`src/rtl/seg7_decode_monitor_if.sv`:
```
// Display-bus bundle between the counter/display path (master) and the
// segment decode monitor (slave).
interface seg7_decode_monitor_if #(
    parameter int unsigned ERR_CNT_W = 8
);
    logic [6:0]           iSeg;
    logic [2:0]           oData;
    logic                 oValid;
    logic                 oIllegal;
    logic                 oBlank;
    logic                 oLocked;
    logic                 oSeqErr;
    logic [ERR_CNT_W-1:0] oErrCount;

    modport master (
        output iSeg,
        input  oData, oValid, oIllegal, oBlank, oLocked, oSeqErr, oErrCount
    );

    modport slave (
        input  iSeg,
        output oData, oValid, oIllegal, oBlank, oLocked, oSeqErr, oErrCount
    );
endinterface

```
`src/rtl/seg7_decode_monitor.sv`:
```
// Decodes the active-low 7-segment display bus back to a 3-bit digit, filters
// glitches, flags illegal patterns and checks that digits step by +1 mod 8.
module seg7_decode_monitor #(
    parameter int unsigned STABLE_CYCLES = 2,
    parameter int unsigned ERR_CNT_W     = 8
) (
    input  logic                  CLK,
    input  logic                  rst,
    seg7_decode_monitor_if.slave  bus
);
    localparam int unsigned RUN_W = (STABLE_CYCLES < 2) ? 1 : $clog2(STABLE_CYCLES + 1);
    localparam logic [RUN_W-1:0]     RUN_MAX   = RUN_W'(STABLE_CYCLES);
    localparam logic [6:0]           SEG_BLANK = 7'h7F;
    localparam logic [ERR_CNT_W-1:0] ERR_MAX   = '1;

    typedef enum logic {ST_UNLOCKED, ST_LOCKED} state_t;

    state_t               state, state_next;
    logic [6:0]           s_prev;
    logic [RUN_W-1:0]     run, run_next;
    logic                 changed, accept;
    logic                 is_legal, is_blank;
    logic [2:0]           digit;
    logic [2:0]           expect_q, expect_next;
    logic [2:0]           data_next;
    logic                 valid_next, illegal_next, blank_next, seq_err_next;
    logic [ERR_CNT_W-1:0] err_next;

    // Stability filter: one accept per run that reaches STABLE_CYCLES samples
    always_comb begin
        changed = (bus.iSeg != s_prev);
        if (changed)
            run_next = RUN_W'(1);
        else if (run == RUN_MAX)
            run_next = RUN_MAX;
        else
            run_next = run + RUN_W'(1);
        accept = (run_next == RUN_MAX) && (changed || (run != RUN_MAX));
    end

    // Segment pattern to digit
    always_comb begin
        is_legal = 1'b1;
        digit    = 3'd0;
        case (bus.iSeg)
            7'h40:   digit = 3'd0;
            7'h79:   digit = 3'd1;
            7'h24:   digit = 3'd2;
            7'h30:   digit = 3'd3;
            7'h19:   digit = 3'd4;
            7'h12:   digit = 3'd5;
            7'h02:   digit = 3'd6;
            7'h78:   digit = 3'd7;
            default: is_legal = 1'b0;
        endcase
        is_blank = (bus.iSeg == SEG_BLANK);
    end

    // Sequence checker next-state and output decode
    always_comb begin
        state_next   = state;
        expect_next  = expect_q;
        data_next    = bus.oData;
        blank_next   = bus.oBlank;
        valid_next   = 1'b0;
        illegal_next = 1'b0;
        seq_err_next = 1'b0;
        err_next     = bus.oErrCount;

        if (accept) begin
            if (is_legal) begin
                valid_next   = 1'b1;
                data_next    = digit;
                blank_next   = 1'b0;
                expect_next  = digit + 3'd1;
                seq_err_next = (state == ST_LOCKED) && (digit != expect_q);
                state_next   = ST_LOCKED;
            end else if (is_blank) begin
                blank_next = 1'b1;
                state_next = ST_UNLOCKED;
            end else begin
                illegal_next = 1'b1;
                state_next   = ST_UNLOCKED;
            end
        end

        if ((seq_err_next || illegal_next) && (bus.oErrCount != ERR_MAX))
            err_next = bus.oErrCount + ERR_CNT_W'(1);
    end

    always_ff @(posedge CLK) begin
        if (rst) begin
            state         <= ST_UNLOCKED;
            s_prev        <= SEG_BLANK;
            run           <= '0;
            expect_q      <= '0;
            bus.oData     <= '0;
            bus.oValid    <= 1'b0;
            bus.oIllegal  <= 1'b0;
            bus.oBlank    <= 1'b0;
            bus.oLocked   <= 1'b0;
            bus.oSeqErr   <= 1'b0;
            bus.oErrCount <= '0;
        end else begin
            state         <= state_next;
            s_prev        <= bus.iSeg;
            run           <= run_next;
            expect_q      <= expect_next;
            bus.oData     <= data_next;
            bus.oValid    <= valid_next;
            bus.oIllegal  <= illegal_next;
            bus.oBlank    <= blank_next;
            bus.oLocked   <= (state_next == ST_LOCKED);
            bus.oSeqErr   <= seq_err_next;
            bus.oErrCount <= err_next;
        end
    end
endmodule

```
`src/flat_wrapper.sv`:
```
// flat-port wrapper written by rule: the top's interface ports become plain ports
module seg7_decode_monitor_flat 
#(
    parameter int unsigned STABLE_CYCLES = 2,
    parameter int unsigned ERR_CNT_W     = 8
)
  (CLK, rst, bus_iSeg, bus_oData, bus_oValid, bus_oIllegal, bus_oBlank, bus_oLocked, bus_oSeqErr, bus_oErrCount);
  seg7_decode_monitor_if #(.ERR_CNT_W(ERR_CNT_W)) bus_i ();
  input  logic CLK;
  input  logic rst;
  input wire logic [$bits(bus_i.iSeg)-1:0] bus_iSeg;
  output wire logic [$bits(bus_i.oData)-1:0] bus_oData;
  output wire logic [$bits(bus_i.oValid)-1:0] bus_oValid;
  output wire logic [$bits(bus_i.oIllegal)-1:0] bus_oIllegal;
  output wire logic [$bits(bus_i.oBlank)-1:0] bus_oBlank;
  output wire logic [$bits(bus_i.oLocked)-1:0] bus_oLocked;
  output wire logic [$bits(bus_i.oSeqErr)-1:0] bus_oSeqErr;
  output wire logic [$bits(bus_i.oErrCount)-1:0] bus_oErrCount;
  assign bus_i.iSeg = bus_iSeg;
  assign bus_oData = bus_i.oData;
  assign bus_oValid = bus_i.oValid;
  assign bus_oIllegal = bus_i.oIllegal;
  assign bus_oBlank = bus_i.oBlank;
  assign bus_oLocked = bus_i.oLocked;
  assign bus_oSeqErr = bus_i.oSeqErr;
  assign bus_oErrCount = bus_i.oErrCount;
  seg7_decode_monitor #(.STABLE_CYCLES(STABLE_CYCLES), .ERR_CNT_W(ERR_CNT_W)) u_core (.CLK(CLK), .rst(rst), .bus(bus_i));
endmodule
```
`config.mk`:
```
export PLATFORM = sky130hd
export DESIGN_NAME = seg7_decode_monitor_flat
export DESIGN_NICKNAME = d
export VERILOG_FILES = /design/src/rtl/seg7_decode_monitor_if.sv /design/src/rtl/seg7_decode_monitor.sv /design/src/flat_wrapper.sv
export SDC_FILE = /design/constraint.sdc
export NUM_CORES = 1
export LEC_CHECK = 0
export CAP_MARGIN = 5
export CORE_MARGIN = 10
export CORE_UTILIZATION = 55
export DETAILED_ROUTE_END_ITERATION = 12
export GPL_TIMING_DRIVEN = 0
export PLACE_DENSITY_LB_ADDON = 0.12
export SLEW_MARGIN = 20
export SYNTH_ARGS = -nofsm -noshare
export SYNTH_HDL_FRONTEND = slang
export SYNTH_SLANG_ARGS = --single-unit
```
`constraint.sdc`:
```
create_clock -name CLK -period 6.2 [get_ports CLK]
set_clock_uncertainty 0.15 [all_clocks]
set_input_delay 1.24 -clock CLK [delete_from_list [all_inputs] [get_ports CLK]]
set_output_delay 1.24 -clock CLK [all_outputs]
set_load 0.03 [all_outputs]
```
* Word-level counts from Yosys, hierarchy flattened
Index checks and enable logic that the tools add are counted.
Operators by class: $add $sub $neg 3, equality and inequality tests 15, mux-type cells 12, bitwise gates (word level) 1, reduce and logical (&&, ||, !) cells 10
Operators with widths (number):
- equality test 7 bit (second input constant) | 4
- one-hot mux 3 bit (7 select lines) | 1
- equality test 7 x 5 -> 1 bit (second input constant) | 2
- equality test 7 x 6 -> 1 bit (second input constant) | 2
- 2-to-1 mux 1 bit | 9
- adder 8 x 1 -> 8 bit (second input constant) | 1
- inequality test 8 bit (second input constant) | 1
- OR reduction 8 bit | 1
- equality test 7 x 2 -> 1 bit (second input constant) | 1
- inequality test 7 bit | 1
- equality test 2 bit (second input constant) | 2
- 2-to-1 mux 2 bit | 2
- AND reduction 2 bit | 2
- adder 3 x 1 -> 3 bit (second input constant) | 1
- logical AND 1 bit | 3
- inequality test 3 bit | 1
- adder 2 x 1 -> 2 bit (second input constant) | 1
- logical OR 1 bit | 2
- inequality test 2 bit (second input constant) | 1
- nonzero test 2 bit | 1
- OR reduction 2 bit | 1
- inverter 1 bit | 1
Word-level totals: bits in registers 28, input bits 9, output and inout bits 16, word-level logic and storage cells 51

* Depth between registers and ports, before layout
word-level depth 8, gate-level depth with buffers 10, mapped depth without buffers 9

* Worst setup path before layout
OpenSTA, ideal clock, no wires.
kind input -> register, start input bus_iSeg[4], end register u_core.bus.oErrCount[6], library setup time 0.070 ns, arrival time 3.355 ns, data required time 5.980 ns, setup slack 2.626 ns, stages 9, buffers on the path 2, cells stage by stage buf_6 > or4_4 > a2111oi_4 > nor3_2 > a21oi_4 > a32oi_2 > buf_6 > or3_1 > a21oi_1
Between the ends: longest elaborated chain between the ends 8, elaborated cells between the ends (all ways) 26, classes of those cells eq/ne: 12; mux: 8; reduce/logical: 6
RTL lines:
- start: declaration | line flat_wrapper.sv:11 | input wire logic [$bits(bus_i.iSeg)-1:0] bus_iSeg;
- equality test 7 bit, or another cell as far along | line seg7_decode_monitor.sv:45 | case (bus.iSeg)
- one-hot mux 3 bit (7 select lines) | line seg7_decode_monitor.sv:45
- inequality test 3 bit | line seg7_decode_monitor.sv:76 | seq_err_next = (state == ST_LOCKED) && (digit != expect_q);
- logical AND 1 bit | line seg7_decode_monitor.sv:76
- 2-to-1 mux 1 bit | line seg7_decode_monitor.sv:71 | if (is_legal) begin
- 2-to-1 mux 1 bit | line seg7_decode_monitor.sv:70 | if (accept) begin
- logical OR 1 bit (*) | line seg7_decode_monitor.sv:87 | if ((seq_err_next || illegal_next) && (bus.oErrCount != ERR_MAX))
- logical AND 1 bit (*) | line seg7_decode_monitor.sv:87
- end signal: assignment | line seg7_decode_monitor.sv:115 | bus.oErrCount <= err_next;
- end: declaration | line seg7_decode_monitor_if.sv:22 | output oData, oValid, oIllegal, oBlank, oLocked, oSeqErr, oErrCount
Every way passes the cells marked *; elsewhere a longest branch is shown, timed or not. A chain may end at the register's enable or synchronous reset.

* Final worst setup path
start input bus_iSeg[1], end register u_core.bus.oErrCount[6]
Same word-level chain as after synthesis.

==> flow_summary.yaml <==
cells_and_area:
  diodes: 0
  drive_above_1_share_pct: 17.0
  layout.nets: 214
  area_growth_pct: 18.6
  postLayoutCellArea_um2: 1860
  n_fill_cell: 230
drt:
  vias_per_cell: 5.87
  ant_nets: 0
  drcViolationCount: 0
  drt_iter0_drc: 78
  routedWlPerCell_um: 15.5
  first_pass_iters: 4
  vias: 1355
  wl_um: 3580
timing:
  rsz0062_at_grt: "false"
  period_needed_ns: 3.95
  final-hold-violation-count: 0
  slew_viol_final: 0
  fmax_ghz: 0.253
  tns_ns: 0
  worst_pin_slew_ns: 0.568
  finalSetupViolations: 0
  fin_crit_sh_pct: 63.7
  relSlewSlack_pct: 62.1
power_and_ir_drop:
  power.switching_uw: 75.3
  ir_drop_mv: 0.208
  clockPowerShare_pct: 35.5
  p_comb_share_pct: 10.3
  swShare_pct: 22.2
  seq_power_share_pct: 54.2
  p_total_uw: 340
  internal_power_uw: 264
  leakage_uw: 0.000657
  p_per_area_nw_per_um2: 183
setup_path:
  critPathKind: "in -> reg"
  start_kind: "primary input"
  cp.arrival_ns: 4.08
  slowest_delay_ns: 0.48
  r2r_slack_ns: 3.43
  cpMaxStageDelayCell: "nor4_1"
  critical_path_required_ns: 6.33
  path_common_cell: "nor4_1"
  cp-end-kind: "register"
  crit_chain: "clkdlybuf4s50_1, clkbuf_8, xor2_1, nor4_1, nand3_1, nor4_1, a32oi_2, buf_6, or3_1, a21oi_1"
  cp_max_fo: 10
floorplan:
  die_h_um: 73.4
  die_width_um: 73.4
  core_um2: 2730
  std_cell_rows: 19
  die_area_um2: 5390
  io_pins: 25
  start_util_pct: 57.3
yosys:
  synth_edf_count: 0
  ys_ff_latch: 28
  synth_ff_type: "dfxtp_1"
  syn-num-nets: 189
  synth_cells: 176
  synth_warnings: 0
  syn_area_per_cell_um2: 8.91
  ys_types: 48
  seq_area_frac_synth_pct: 35.8
  syn_area_um2: 1570
  async_flop_share_pct: 0
clock_network:
  cts.sinks: 28
  cts_resized: 0
  worstSkewPairLatency_ns: 0.33
  ctsHoldBuffers: 0
  htree_levels: 1
  clk_pin_slew_ns: 0.15
  postCtsSetupRepairBufs: 0
  cts_tree: "built"
  cts_buffers: 3
  cts_root_buf: "clkbuf_4"
  clk_path_buf_depth: 2
grt:
  grt_pass1_vias: 1319
  track_usage_pct: 13.8
  grt_pass1_wl_um: 6000
  antenna_found_initial: 0
  grt_max_degree: 17
  overflow: 0
placed_design:
  place_area_um2: 1810
  place_congestion: 0.952
  post-dp-hpwl_um: 2710
  portBuffers: 20
run_status:
  status: "finished clean"
flow_run:
  max-cap-violations: 0
min_path:
  hold_path.class: "reg -> reg"
-- placed cells by master, fill, tap and decap left out, types with 2 or more instances in the layout --
cell	n
dfxtp_1	28
clkdlybuf4s50_1	20
a21oi_1	16
nor2_1	14
xor2_1	9
or2_2	9
or3_1	8
nand3_1	8
nand2_1	8
nor3_1	7
inv_1	7
buf_6	6
o21ai_0	6
ha_1	4
nor4_1	3
and2_1	3
a211oi_1	3
clkbuf_4	3
nand3b_1	2
or3b_1	2
and3_1	2
nand4_1	2
a31oi_1	2
-- critical path, delay by kind of cell --
family	cells	cell delay, ns
AND/OR/NAND/NOR	4	1.61
buffers and inverters	3	0.79
AO/OA/AOI/OAI	2	0.29
XOR/XNOR	1	0.16
-- through the flow --
step	hold slack, ns	util (%)	setup WS (ns)	instances
finish	0.352	68.0	2.25	231
global route	0.365	68.0	2.02	231
detailed placement	0.328	66.1	1.90	227
CTS	0.360	68.0	2.24	231
global placement	0.305	66.1	1.96	227
floorplan	0.295	-	2.63	176
-- state kept, by name, summed over array words and instances (netlist names) --
name / cells
u_core.bus.oBlank: 1
u_core.s_prev: 7
u_core.bus.oSeqErr: 1
u_core.bus.oErrCount: 8
u_core.bus.oValid: 1
u_core.expect_q: 3
u_core.run: 2
u_core.bus.oIllegal: 1
u_core.bus.oData: 3
u_core.state: 1
-- path summary, 6_finish.rpt --
path | end | from | cells after the start
worst max-delay path | u_core.bus.oErrCount[6] | bus_iSeg[1] | 10
worst max register to register | u_core.bus.oErrCount[6] | u_core.s_prev[3] | 8
worst min-delay path | u_core.bus.oData[1] | u_core.bus.oData[1] | 1
worst min register to register | u_core.bus.oData[1] | u_core.bus.oData[1] | 1
-- power by group through the flow --
stage / Clock (uW) / Combinational, uW / Sequential [uW]
final: 121 / 34.9 / 184
after global routing: 129 / 38.8 / 185
after CTS: 125 / 34.9 / 184
after detailed placement: 0 / 34.6 / 188
after global placement: 0 / 33.6 / 188
after floorplan: 0 / 25.3 / 188
-- cell usage after synthesis (all sizes together) (2+ instances only) --
cell    instances  share of area (%)
dfxtp          28                 36
a21oi          17                6.1
nor2           14                3.4
or2             9                3.6
or3             9                3.7
xor2            9                5.0
nand2           8                1.9
nand3           8                2.6
nor3            8                2.9
buf             7                4.8
inv             7                1.7
o21ai           6                1.9
and2            4                1.7
ha              4                3.2
a211oi          3                1.4
nor4            3                1.2
a31oi           2               0.80
and3            2               0.80
and4            2                1.2
clkbuf          2                1.1
nand3b          2               0.96
nand4           2               0.80
or3b            2                1.1
-- area by class of cell --
| cell class | instances | area [um^2] | share of cell area (%) |
|---|---|---|---|
| multi-input cells | 132 | 888 | 47.8 |
| flip-flops and latches | 28 | 561 | 30.1 |
| clock inverters | 1 | 30.0 | 1.62 |
| well taps | 31 | 38.8 | 2.09 |
| inverters | 7 | 26.3 | 1.41 |
| clock buffers | 3 | 22.5 | 1.21 |
| repair buffers | 20 | 200 | 10.8 |
| plain buffers | 9 | 92.6 | 4.98 |
-- kinds of logic after synthesis --
logic type | count (synthesis) | synth area share, %
compound gates | 36 | 17.1
xor+xnor | 10 | 5.59
fa+ha+maj | 4 | 3.19
buf+inv | 16 | 7.58
flops | 28 | 35.8
mux | 1 | 0.638
simple gates | 81 | 30.2
-- layer usage --
layer  share of wire, %  track usage [%]
met1                 42             15.6
met2                 49             22.1
met3                7.0             4.58
met4                1.9             7.87
met5                  0                0
Note: power is estimated with default switching activity, not from simulation.
==> patch: new RTL, same settings <==
`ERR_CNT_W` is set to 8 in 3 places; all go to 10.
--- a/src/rtl/seg7_decode_monitor_if.sv
+++ b/src/rtl/seg7_decode_monitor_if.sv
@@ -2,5 +2,5 @@
 // segment decode monitor (slave).
 interface seg7_decode_monitor_if #(
-    parameter int unsigned ERR_CNT_W = 8
+    parameter int unsigned ERR_CNT_W = 10
 );
     logic [6:0]           iSeg;
--- a/src/rtl/seg7_decode_monitor.sv
+++ b/src/rtl/seg7_decode_monitor.sv
@@ -3,5 +3,5 @@
 module seg7_decode_monitor #(
     parameter int unsigned STABLE_CYCLES = 2,
-    parameter int unsigned ERR_CNT_W     = 8
+    parameter int unsigned ERR_CNT_W     = 10
 ) (
     input  logic                  CLK,
--- a/src/flat_wrapper.sv
+++ b/src/flat_wrapper.sv
@@ -3,5 +3,5 @@
 #(
     parameter int unsigned STABLE_CYCLES = 2,
-    parameter int unsigned ERR_CNT_W     = 8
+    parameter int unsigned ERR_CNT_W     = 10
 )
   (CLK, rst, bus_iSeg, bus_oData, bus_oValid, bus_oIllegal, bus_oBlank, bus_oLocked, bus_oSeqErr, bus_oErrCount);
Interface: changed (resized bus_oErrCount); port bits go from 25 to 27. The function was not compared with the original's and may differ.
==> patch against the unedited design <==
Setup slack improved by 0.035 ns; sequential cell count rose by 2; wire length rose by 5.5%; core utilization barely moved; cell count rose by 15%; register-to-register slack improved by 0.08 ns; total power rose by 3.4%; cell area rose by 11%; maximum frequency rose by 0.90%; area after synthesis rose by 11%; largest power group unchanged.
==> patch: results <==
metrics = {
    "logic_synthesis": {
        "ys_top_cells_by_count": "dfxtp_1, nor2_1, nand2_1, a21oi_1, or2_2",
        "yosysSeqAreaShare_pct": 34.6,
        "synthTopCellsByArea": "dfxtp_1, mux2_4, nor2_1",
        "async_reset_ff_share_pct": 0,
        "synthAdderAreaFrac_pct": 2.88,
        "yosysWarningCount": 0,
        "syn_nets": 206,
        "synth_cells": 193,
        "synth.mux.area_fraction_pct": 7.64,
        "synth_cell_types": 54,
        "synth_compound_area_share_pct": 15.4,
        "yosys.area_share.xor_xnor_pct": 5.05,
    },
    "status": {
        "status": "finished, final reports clean",
    },
    "layout": {
        "reg.largest.list": "u_core.bus.oErrCount: 10 flops, u_core.s_prev: 7 flops",
        "nFillCells": 268,
        "drive_gt1_share_pct": 20.7,
        "diodes": 0,
        "final_net_count": 234,
    },
    "global_route": {
        "grtUsageMet2_pct": 24.1,
        "grt_max_degree": 11,
        "grt_usage_pct": 13.7,
        "grt_pass1_vias": 1481,
        "met1_usage_pct": 14.1,
        "gr-usage-met3_pct": 5.42,
        "antenna_found_initial": 0,
        "grt_pass1_wl_um": 6660,
    },
    "setup_path": {
        "critPathArrivalTime_ns": 3.99,
        "reg2reg_depth": 8,
        "timing.reg2reg.setup_slack_ns": 3.51,
        "critPathMaxFanout": 10,
        "r2r-end": "u_core.bus.oErrCount[5]",
        "worstReg2RegStart": "u_core.s_prev[4]",
    },
    "drt": {
        "wl_um": 3780,
        "dr_wl_met3_um": 177,
        "vias": 1437,
        "wl_met2_um": 2040,
        "viasPerCell": 5.40,
        "drt-met1-wl_um": 1500,
        "drt_iter0_drc": 41,
    },
    "sta": {
        "relSlewSlack_pct": 67.4,
        "min_period_ns": 3.92,
        "whs_ns": 0.316,
    },
    "clock_network": {
        "path_clk_slew_ns": 0.09,
        "cts_buffers": 5,
        "ctsResizeCount": 0,
        "cts-htree-levels": 2,
    },
    "placement": {
        "io_buffer_count": 21,
        "placed_area_sq_mm": 0.00200,
        "finalWeightedCongestion": 0.801,
        "pre_cts_ws_ns": 1.93,
        "dp_cells": 258,
        "dp_hpwl_um": 2930,
    },
    "hold_path": {
        "worstHoldPathType": "flop to flop",
    },
    "run": {
        "maxCapViolations": 0,
    },
    "pwr": {
        "p_leak_nw": 0.784,
        "ir_worst_vdd_mv": 0.119,
    },
}
patch: cell count changes in the layout (fill, tap and decap cells not counted), sizes merged, moves of 6 or more:
cell    unedited run  this run
nand2              8        14
clkbuf             5        11
nor3               8         2
mux2               0         8
and2b              0         6
patch: kinds of logic (layout without fill, tap and decap cells):
logic type,count (synthesis),after routing
xor+xnor,10,10
compound gates,35,35
buf+inv,17,46
flops,30,30
simple gates,87,87
mux,10,10
fa+ha+maj,4,4
patch: area by class of cell:
cell class              instances  area, sq um  area share, %
repair buffers                 21          210           10.2
clock inverters                 1         5.00          0.243
clock buffers                   7         55.1           2.67
inverters                       5         18.8          0.911
multi-input cells             146         1020           49.7
plain buffers                  12         92.6           4.49
flip-flops and latches         30          601           29.1
well taps                      44         55.1           2.67
patch: power by group:
group / internal [mW] / total [mW] / switching [mW]
logic: 0.0149 / 0.0330 / 0.0182
registers: 0.195 / 0.196 / 0.00106
clock network: 0.0549 / 0.122 / 0.0669
patch: worst min-delay path by stage:
stage                          end           startpoint  cells past startpoint
4_1_cts        u_core.bus.oData[0]  u_core.bus.oData[0]                      2
5_1_grt        u_core.bus.oData[0]  u_core.bus.oData[0]                      2
6_report       u_core.bus.oData[0]  u_core.bus.oData[0]                      2
3_3_place_gp   u_core.bus.oData[0]  u_core.bus.oData[0]                      2
3_5_place_dp   u_core.bus.oData[0]  u_core.bus.oData[0]                      2
2_1_floorplan   u_core.expect_q[1]   u_core.expect_q[1]                      2
patch: worst max-delay path, cell delays in order:
cell and delay, ns:
clkdlybuf4s50_1 0.60, or3b_4 0.43, or3_1 0.36, a21o_2 0.25, a211oi_2 0.29, o2111ai_2 0.17, buf_6 0.19, a21oi_2 0.15
mux2_4 0.31
